## src/rtl/input_cond_pkg.sv

```systemverilog
`default_nettype none
// ============================================================================
// Module   : input_cond_pkg
// Brief    : Shared constants, cycle helper and edge record for input_conditioner.
// Revision : 1.0 - initial release
// ============================================================================
package input_cond_pkg;

    localparam int CLK_HZ = 50_000_000;

    function automatic int ms_to_cycles(input int ms);
        return (CLK_HZ / 1000) * ms;
    endfunction

    localparam int DB_CYCLES_DEF   = ms_to_cycles(10);
    localparam int LONG_CYCLES_DEF = ms_to_cycles(2000);

    typedef struct packed {
        logic level;
        logic rise;
        logic fall;
    } edge_t;

endpackage
`default_nettype wire

```

## src/rtl/input_conditioner_debounce_cell.sv

```systemverilog
`default_nettype none
// ============================================================================
// Module   : debounce_cell
// Brief    : 2-flop synchroniser, stability counter and registered rise/fall.
// Revision : 1.0 - initial release
// ============================================================================
module debounce_cell #(
    parameter int   DB_CYCLES = 4,
    parameter logic INVERT    = 1'b0
) (
    input  logic clk,
    input  logic reset,
    input  logic raw,
    output logic level,
    output logic rise,
    output logic fall
);

    localparam int                 c_cnt_w    = $clog2(DB_CYCLES);
    localparam logic [c_cnt_w-1:0] c_cnt_last = c_cnt_w'(DB_CYCLES - 1);

    logic               r_meta;
    logic               r_sync;
    logic [c_cnt_w-1:0] r_cnt;
    logic               r_stable;
    logic               r_rise;
    logic               r_fall;
    logic               w_sample;

    // Synchroniser resets to the pad level that means "released".
    assign w_sample = r_sync ^ INVERT;

    always_ff @(posedge clk) begin
        if (reset) begin
            r_meta   <= INVERT;
            r_sync   <= INVERT;
            r_cnt    <= '0;
            r_stable <= 1'b0;
            r_rise   <= 1'b0;
            r_fall   <= 1'b0;
        end else begin
            r_meta <= raw;
            r_sync <= r_meta;
            r_rise <= 1'b0;
            r_fall <= 1'b0;
            if (w_sample == r_stable) begin
                r_cnt <= '0;
            end else if (r_cnt == c_cnt_last) begin
                r_stable <= w_sample;
                r_cnt    <= '0;
                r_rise   <= w_sample;
                r_fall   <= ~w_sample;
            end else begin
                r_cnt <= r_cnt + 1'b1;
            end
        end
    end

    assign level = r_stable;
    assign rise  = r_rise;
    assign fall  = r_fall;

endmodule
`default_nettype wire

```

## src/rtl/input_conditioner.sv

```systemverilog
`default_nettype none
// ============================================================================
// Module   : input_conditioner
// Brief    : Debounced switches plus play button with press handshake.
//            Define INPUT_COND_LONG_PRESS_EN to build the long-press detector.
// Revision : 1.0 - initial release
// ============================================================================
module input_conditioner
    import input_cond_pkg::*;
#(
    parameter int N_SW           = 3,
    parameter int DB_CYCLES      = DB_CYCLES_DEF,
    parameter int BTN_ACTIVE_LOW = 1,
    parameter int LONG_CYCLES    = LONG_CYCLES_DEF
) (
    input  logic            clk,
    input  logic            reset,
    input  logic [N_SW-1:0] sw_raw,
    input  logic            btn_raw,
    input  logic            pend_ack,
    output logic [N_SW-1:0] sw_db,
    output logic            btn_db,
    output logic            btn_press,
    output logic            btn_release,
    output logic            btn_pending,
    output logic            press_ovf,
    output logic            btn_long
);

    logic [N_SW:0] w_raw;
    logic [N_SW:0] w_level;
    logic [N_SW:0] w_rise;
    logic [N_SW:0] w_fall;
    edge_t         w_btn;
    logic          w_unused_sw_edges;
    logic          r_pending;
    logic          r_ovf;

    // Channel N_SW is the button; only it is polarity-corrected.
    assign w_raw = {btn_raw, sw_raw};

    for (genvar i = 0; i <= N_SW; i++) begin : g_chan
        debounce_cell #(
            .DB_CYCLES (DB_CYCLES),
            .INVERT    ((i == N_SW) && (BTN_ACTIVE_LOW != 0))
        ) u_cell (
            .clk   (clk),
            .reset (reset),
            .raw   (w_raw[i]),
            .level (w_level[i]),
            .rise  (w_rise[i]),
            .fall  (w_fall[i])
        );
    end

    assign w_btn             = {w_level[N_SW], w_rise[N_SW], w_fall[N_SW]};
    assign w_unused_sw_edges = ^{w_rise[N_SW-1:0], w_fall[N_SW-1:0]};

    // A press in the same cycle as an ack wins, so it is never lost.
    always_ff @(posedge clk) begin
        if (reset) begin
            r_pending <= 1'b0;
            r_ovf     <= 1'b0;
        end else begin
            if (w_btn.rise)
                r_pending <= 1'b1;
            else if (pend_ack)
                r_pending <= 1'b0;

            if (w_btn.rise && r_pending && !pend_ack)
                r_ovf <= 1'b1;
            else if (pend_ack)
                r_ovf <= 1'b0;
        end
    end

`ifdef INPUT_COND_LONG_PRESS_EN
    localparam int                  c_hold_w    = $clog2(LONG_CYCLES + 1);
    localparam logic [c_hold_w-1:0] c_hold_max  = c_hold_w'(LONG_CYCLES);
    localparam logic [c_hold_w-1:0] c_hold_fire = c_hold_w'(LONG_CYCLES - 1);

    logic [c_hold_w-1:0] r_hold;

    // Saturation keeps the pulse to a single one per press.
    always_ff @(posedge clk) begin
        if (reset || !w_btn.level)
            r_hold <= '0;
        else if (r_hold != c_hold_max)
            r_hold <= r_hold + 1'b1;
    end

    assign btn_long = w_btn.level && (r_hold == c_hold_fire);
`else
    localparam int c_unused_long_cycles = LONG_CYCLES;

    assign btn_long = 1'b0;
`endif

    assign sw_db       = w_level[N_SW-1:0];
    assign btn_db      = w_btn.level;
    assign btn_press   = w_btn.rise;
    assign btn_release = w_btn.fall;
    assign btn_pending = r_pending;
    assign press_ovf   = r_ovf;

endmodule
`default_nettype wire

```

## config.mk

```make
export PLATFORM = sky130hd
export DESIGN_NAME = input_conditioner
export DESIGN_NICKNAME = d
export VERILOG_FILES = /design/src/rtl/input_cond_pkg.sv /design/src/rtl/input_conditioner_debounce_cell.sv /design/src/rtl/input_conditioner.sv
export SDC_FILE = /design/constraint.sdc
export NUM_CORES = 1
export LEC_CHECK = 0
export CORE_MARGIN = 5
export CORE_UTILIZATION = 45
export DETAILED_ROUTE_END_ITERATION = 10
export GPL_TIMING_DRIVEN = 0
export PLACE_DENSITY = 0.68
export SLEW_MARGIN = 20
export SYNTH_ARGS = -nofsm -noshare
export SYNTH_HDL_FRONTEND = slang
export SYNTH_SLANG_ARGS = --single-unit
```

## constraint.sdc

```tcl
create_clock -name clk -period 2 [get_ports clk]
set_input_delay 0.4 -clock clk [delete_from_list [all_inputs] [get_ports clk]]
set_output_delay 0.4 -clock clk [all_outputs]
set_load 0.01 [all_outputs]
```

# Yosys cells after proc, flatten, opt, wreduce, memory -nomap -nowiden
# Cells that the tools add are included.
[totals] regBits=92 input_bits=7 out_inout_bits=9 elab_cells=55
[classes] add_sub_neg=4 n_eq_ne=8 n_mux=3 bitwise_logic=6 n_reduce_logical=14
[op_table] cell="$add A19 B1 Y19 const B" n=4
[op_table] cell="$eq A19 B19 Y1 const B" n=4
[op_table] cell="$reduce_or A3 Y1" n=5
[op_table] cell="$reduce_and A2 Y1" n=4
[op_table] cell="$not A1 Y1" n=6
[op_table] cell="$eq A1 B1 Y1" n=4
[op_table] cell="$reduce_bool A2 Y1" n=2
[op_table] cell="$mux W1" n=3
[op_table] cell="$logic_and A1 B1 Y1" n=2
[op_table] cell="$logic_not A1 Y1" n=1

# Longest topological paths before layout
[depth] depth_word=4 depth_mapped=7 depth_no_buf=5

# By module
# From an unflattened synthesis, not the netlist that was laid out.
[unflattened] cells_unflattened=471 area_unflattened_um2=4319.1
[by_module_without_submodules] mod="debounce_cell (g_chan[0].u_cell ...)" n_inst=3 cells_per_inst=115 area_each_um2=1061.0 seq_area_each_um2=480.5
[by_module_without_submodules] mod="debounce_cell (g_chan[3].u_cell)" n_inst=1 cells_per_inst=117 area_each_um2=1056.0 seq_area_each_um2=480.5
[by_module_without_submodules] mod="input_conditioner" n_inst=1 cells_per_inst=9 area_each_um2=80.1 seq_area_each_um2=40.0

# Worst setup path before layout
# No wires, ideal clock.
[synth_timing] kind="reg2reg" startpoint="register g_chan[1].u_cell.r_cnt[0]" endpoint="register g_chan[1].u_cell.r_cnt[10]" setup_time_ps=128 t_arrival_ps=1641 required_time_ps=1872 path_slack_ps=231 stages_incl_launch_ff=7 n_path_buf=1 synth_period_minus_slack_ps=1769 cell_sequence="dfxtp_1 ha_1 nor4bb_1 nand3_1 o21bai_1 clkbuf_1 nor2_1"
[synth_between] elab_chain_cells=2 word_cells_on_any_way=3 classes_between="add/sub: 1; eq/ne: 1; reduce/logical: 1"
[synth_rtl] element="from (decl)" line="input_conditioner_debounce_cell.sv:24" text="logic [c_cnt_w-1:0] r_cnt;"
[synth_rtl] element="from (signal assigned)" line="input_conditioner_debounce_cell.sv:54" text="r_cnt <= r_cnt + 1'b1;"
[synth_rtl] element="parallel branches: the longest is 2 deep, another holds $add A19 B1 Y19"
# Parallel ways; which one is timed is not known.
# A chain may end at the register's enable or synchronous reset.

# Final worst setup path
[layout_timing] startpoint="register g_chan[1].u_cell.r_cnt[2]" endpoint="register g_chan[1].u_cell.r_cnt[17]"
# Same word-level chain as after synthesis.

==> impl_metrics.json <==
{
  "outcome": "complete, no violations",
  "grt_pass1_vias": 2897,
  "crit_path_start": "g_chan[1].u_cell.r_cnt[2]",
  "gr-total-overflow": 0,
  "grt_setup_unrepaired": "false",
  "core_um2": 8680,
  "leakagePower_uw": 0.00146,
  "synth_area_leader_cell": "dfxtp_1",
  "ys_warn_count": 0,
  "chipWidth_um": 104,
  "synth_area_um2": 4000,
  "min_path_type": "flop to flop",
  "min_to": "g_chan[3].u_cell.r_sync",
  "avgSynthCellArea_um2": 8.83,
  "synth_top_area_share_pct": 46.0,
  "cts_buffer_depth": 2,
  "r2r_start": "g_chan[1].u_cell.r_cnt[2]",
  "fmax_mhz": 525,
  "crit_arrival_ns": 2.20,
  "finalSetupViolCount": 0,
  "clock_latency_ns": 0.36,
  "floorplan.initialDensity_pct": 46.1,
  "finalInstanceArea_um2": 4620,
  "skew_ns": 0.0116,
  "vias": 3162,
  "synthCells": 453,
  "grt_max_degree": 17,
  "drc": 0,
  "hold_viol": 0,
  "synth_nets": 464,
  "wl_per_cell_um": 12.5,
  "track_usage_pct": 13.8,
  "diodes": 0,
  "drive_gt1_share_pct": 10.0,
  "crit_type": "flop to flop",
  "reg2reg_depth": 4,
  "die-area_um2": 10900,
  "path_max_fanout": 9,
  "final.hold.worst_slack_ns": 0.422,
  "cts.sinks": 92,
  "ys_seq_elements": 92,
  "synth_edf_count": 0,
  "critPathLaunchType": "flop",
  "hold_depth": 1,
  "dp_hpwl_um": 5150,
  "vias_per_cell": 5.29,
  "gp_congestion": 0.751,
  "io_pins": 16,
  "cts_tree": "yes",
  "drt-initial-drc-count": 119,
  "path_clk_slew_ns": 0.10,
  "period_share_pct": 95.3,
  "switching_share_pct": 20.8,
  "ir_drop_v": 0.000448,
  "die_h_um": 104,
  "r2r_end": "g_chan[1].u_cell.r_cnt[17]",
  "cap_violations": 0,
  "hold_start": "g_chan[3].u_cell.r_meta",
  "worst_slew_pin_slew_ns": 0.703,
  "drtPass1Iterations": 4,
  "synth_cell_type_count": 40,
  "num_rows": 34,
  "ant_nets": 0,
  "seqPwrFrac_pct": 54.0,
  "cts_buffers": 9,
  "internal_power_uw": 2710,
  "p_per_area_nw_per_um2": 739,
  "synthArstFlopShare_pct": 0,
  "setup.worst_path.end_class": "flop",
  "syn_to_final_growth_pct": 15.6,
  "reg2reg_slack_ns": 0.09,
  "power_switching_uw": 709,
  "antenna_found_initial": 0,
  "final.min_clock_period_ns": 1.91,
  "detail_route.wirelength_um": 7490,
  "finalWorstSetupSlack_ns": 0.0941,
  "fin_nets": 496,
  "yosysSeqAreaShare_pct": 46.0,
  "slew_headroom_pct": 52.7,
  "synth_area_leaders": "dfxtp_1 (46%), nor2_1 (6.0%), xnor2_1 (5.9%)",
  "pwr-share-comb_pct": 1.7,
  "port-buffer-count": 14,
  "maxSlewViolCount": 0,
  "dp_slack_ns": -0.484,
  "ys.flop_type": "dfxtp_1",
  "crit_required_ns": 2.29,
  "h-tree-depth": 3,
  "grt_pass1_wl_um": 12800,
  "post_dp_cell_area_um2": 4280,
  "clock_power_share_pct": 44.3,
  "clockRootBuffer": "clkbuf_8"
}
[kinds of logic (layout without fill, tap and decap cells)]
kind of cell	Yosys count	after routing	synth area share [%]
AO/OA/AOI/OAI	48	48	7.16
other	1	1	0.0937
XOR/XNOR	54	54	11.8
buffers and inverters	33	70	3.53
flip-flops	92	92	46.0
adder cells (fa/ha/maj)	4	4	1.25
AND/OR/NAND/NOR	221	221	30.1
[worst max path at each step]
stage	slack (ns)	end	depth (start not counted)
2_1_floorplan	0.23	g_chan[1].u_cell.r_cnt[10]	6
3_3_place_gp	-0.42	g_chan[0].u_cell.r_cnt[16]	7
3_5_place_dp	-0.48	g_chan[0].u_cell.r_cnt[15]	7
4_1_cts	0.06	g_chan[1].u_cell.r_cnt[10]	6
5_1_grt	0.008	g_chan[1].u_cell.r_cnt[17]	4
6_report	0.09	g_chan[1].u_cell.r_cnt[17]	4
[routing by layer]
layer / share of wire [%] / up-vias / track usage (%)
met5: 0 / - / 0
met4: 0.75 / 0 / 3.98
met3: 3.8 / 5 / 4.10
met2: 46 / 44 / 22.6
met1: 50 / 1470 / 17.4
li1: - / 1643 / -
[synthesized netlist by cell type, drive strengths merged, types with 2 or more instances]
master and count:
nor4 10, nand4b 3, or4 9, or4b 2, nand3 31, o31ai 6
or2 3, a21oi 23, nor3 9, dfxtp 92, or3 11, inv 18
nand2 26, and2 2, nor2 64, xnor2 27, o21ai 12, xor2 27
buf 6, ha 4, and3 10, nor4b 3, o21bai 2, nand4 16
nor3b 2, and4 9, nor2b 7, nor4bb 4, clkbuf 9
[flip-flops by register name, indices dropped and copies added (netlist names)]
signal,flops
g_chan.u_cell.r_meta,4
g_chan.u_cell.fall,1
g_chan.u_cell.rise,1
g_chan.u_cell.r_cnt,76
press_ovf,1
g_chan.u_cell.level,4
g_chan.u_cell.r_sync,4
btn_pending,1
[final cells by class]
cell class	instances	area [µm²]
flip-flops and latches	92	1840
clock buffers	9	124
well taps	108	135
plain buffers	13	72.6
multi-input cells	328	2050
fillers	790	4060
clock inverters	7	123
repair buffers	23	208
inverters	18	67.6
[placed cells by master, fill, tap and decap left out, types with 2 or more instances in the layout]
master           netlist  routed
a21oi_1               23      23
and2_1                 2       2
and3_1                10      10
and4_1                 9       9
buf_4                  4      13
bufinv_16              0       3
clkbuf_1               9       4
clkbuf_2               0       3
clkbuf_8               0       9
clkdlybuf4s50_1        0      14
clkinvlp_4             0       2
dfxtp_1               92      92
ha_1                   4       4
inv_1                 18      18
inv_6                  0       2
nand2_1               26      26
nand3_1               30      30
nand4_1               15      15
nand4b_1               3       3
nor2_1                64      64
nor2b_1                7       7
nor3_1                 9       9
nor3b_1                2       2
nor4_1                10      10
nor4b_1                3       2
nor4bb_1               4       4
o21ai_0               12      12
o21bai_4               0       2
o31ai_1                6       6
or2_2                  3       3
or3_1                 11      11
or4_1                  8       8
or4b_2                 2       2
xnor2_1               27      27
xor2_1                27      27
[power groups by stage]
stage / logic [µW] / clock network [µW] / registers (µW)
6_report: 56.6 / 1510 / 1850
5_1_grt: 63.2 / 1630 / 1850
4_1_cts: 52.0 / 1560 / 1850
3_5_place_dp: 50.3 / 0 / 1890
3_3_place_gp: 49.6 / 0 / 1890
2_1_floorplan: 27.9 / 0 / 1890
[critical path, stage by stage, from the launching register on]
cell and delay (ns):
dfxtp_1 0.47, nand3_4 0.15, or4_4 0.59, or4_1 0.48, a21oi_1 0.15
[per-stage QoR]
stage | total power (µW) | utilization [%] | cells | TNS, ns
floorplan | 1920 | - | 453 | 0
global placement | 1940 | 49.3 | 575 | -9.10
detailed placement | 1940 | 49.3 | 575 | -10.92
CTS | 3460 | 52.7 | 593 | 0
global route | 3540 | 53.3 | 598 | 0
finish | 3420 | 53.3 | 598 | 0
[timing repair]
| action | 4_1_cts | 5_1_grt |
|---|---|---|
| hold buffers | 0 | 0 |
| pin swaps | 1 | 3 |
| setup endpoints to repair | 41 | 34 |
| gates resized for setup | 7 | 3 |
| buffers inserted | 3 | 6 |
Note: power is estimated with default switching activity, not from simulation.
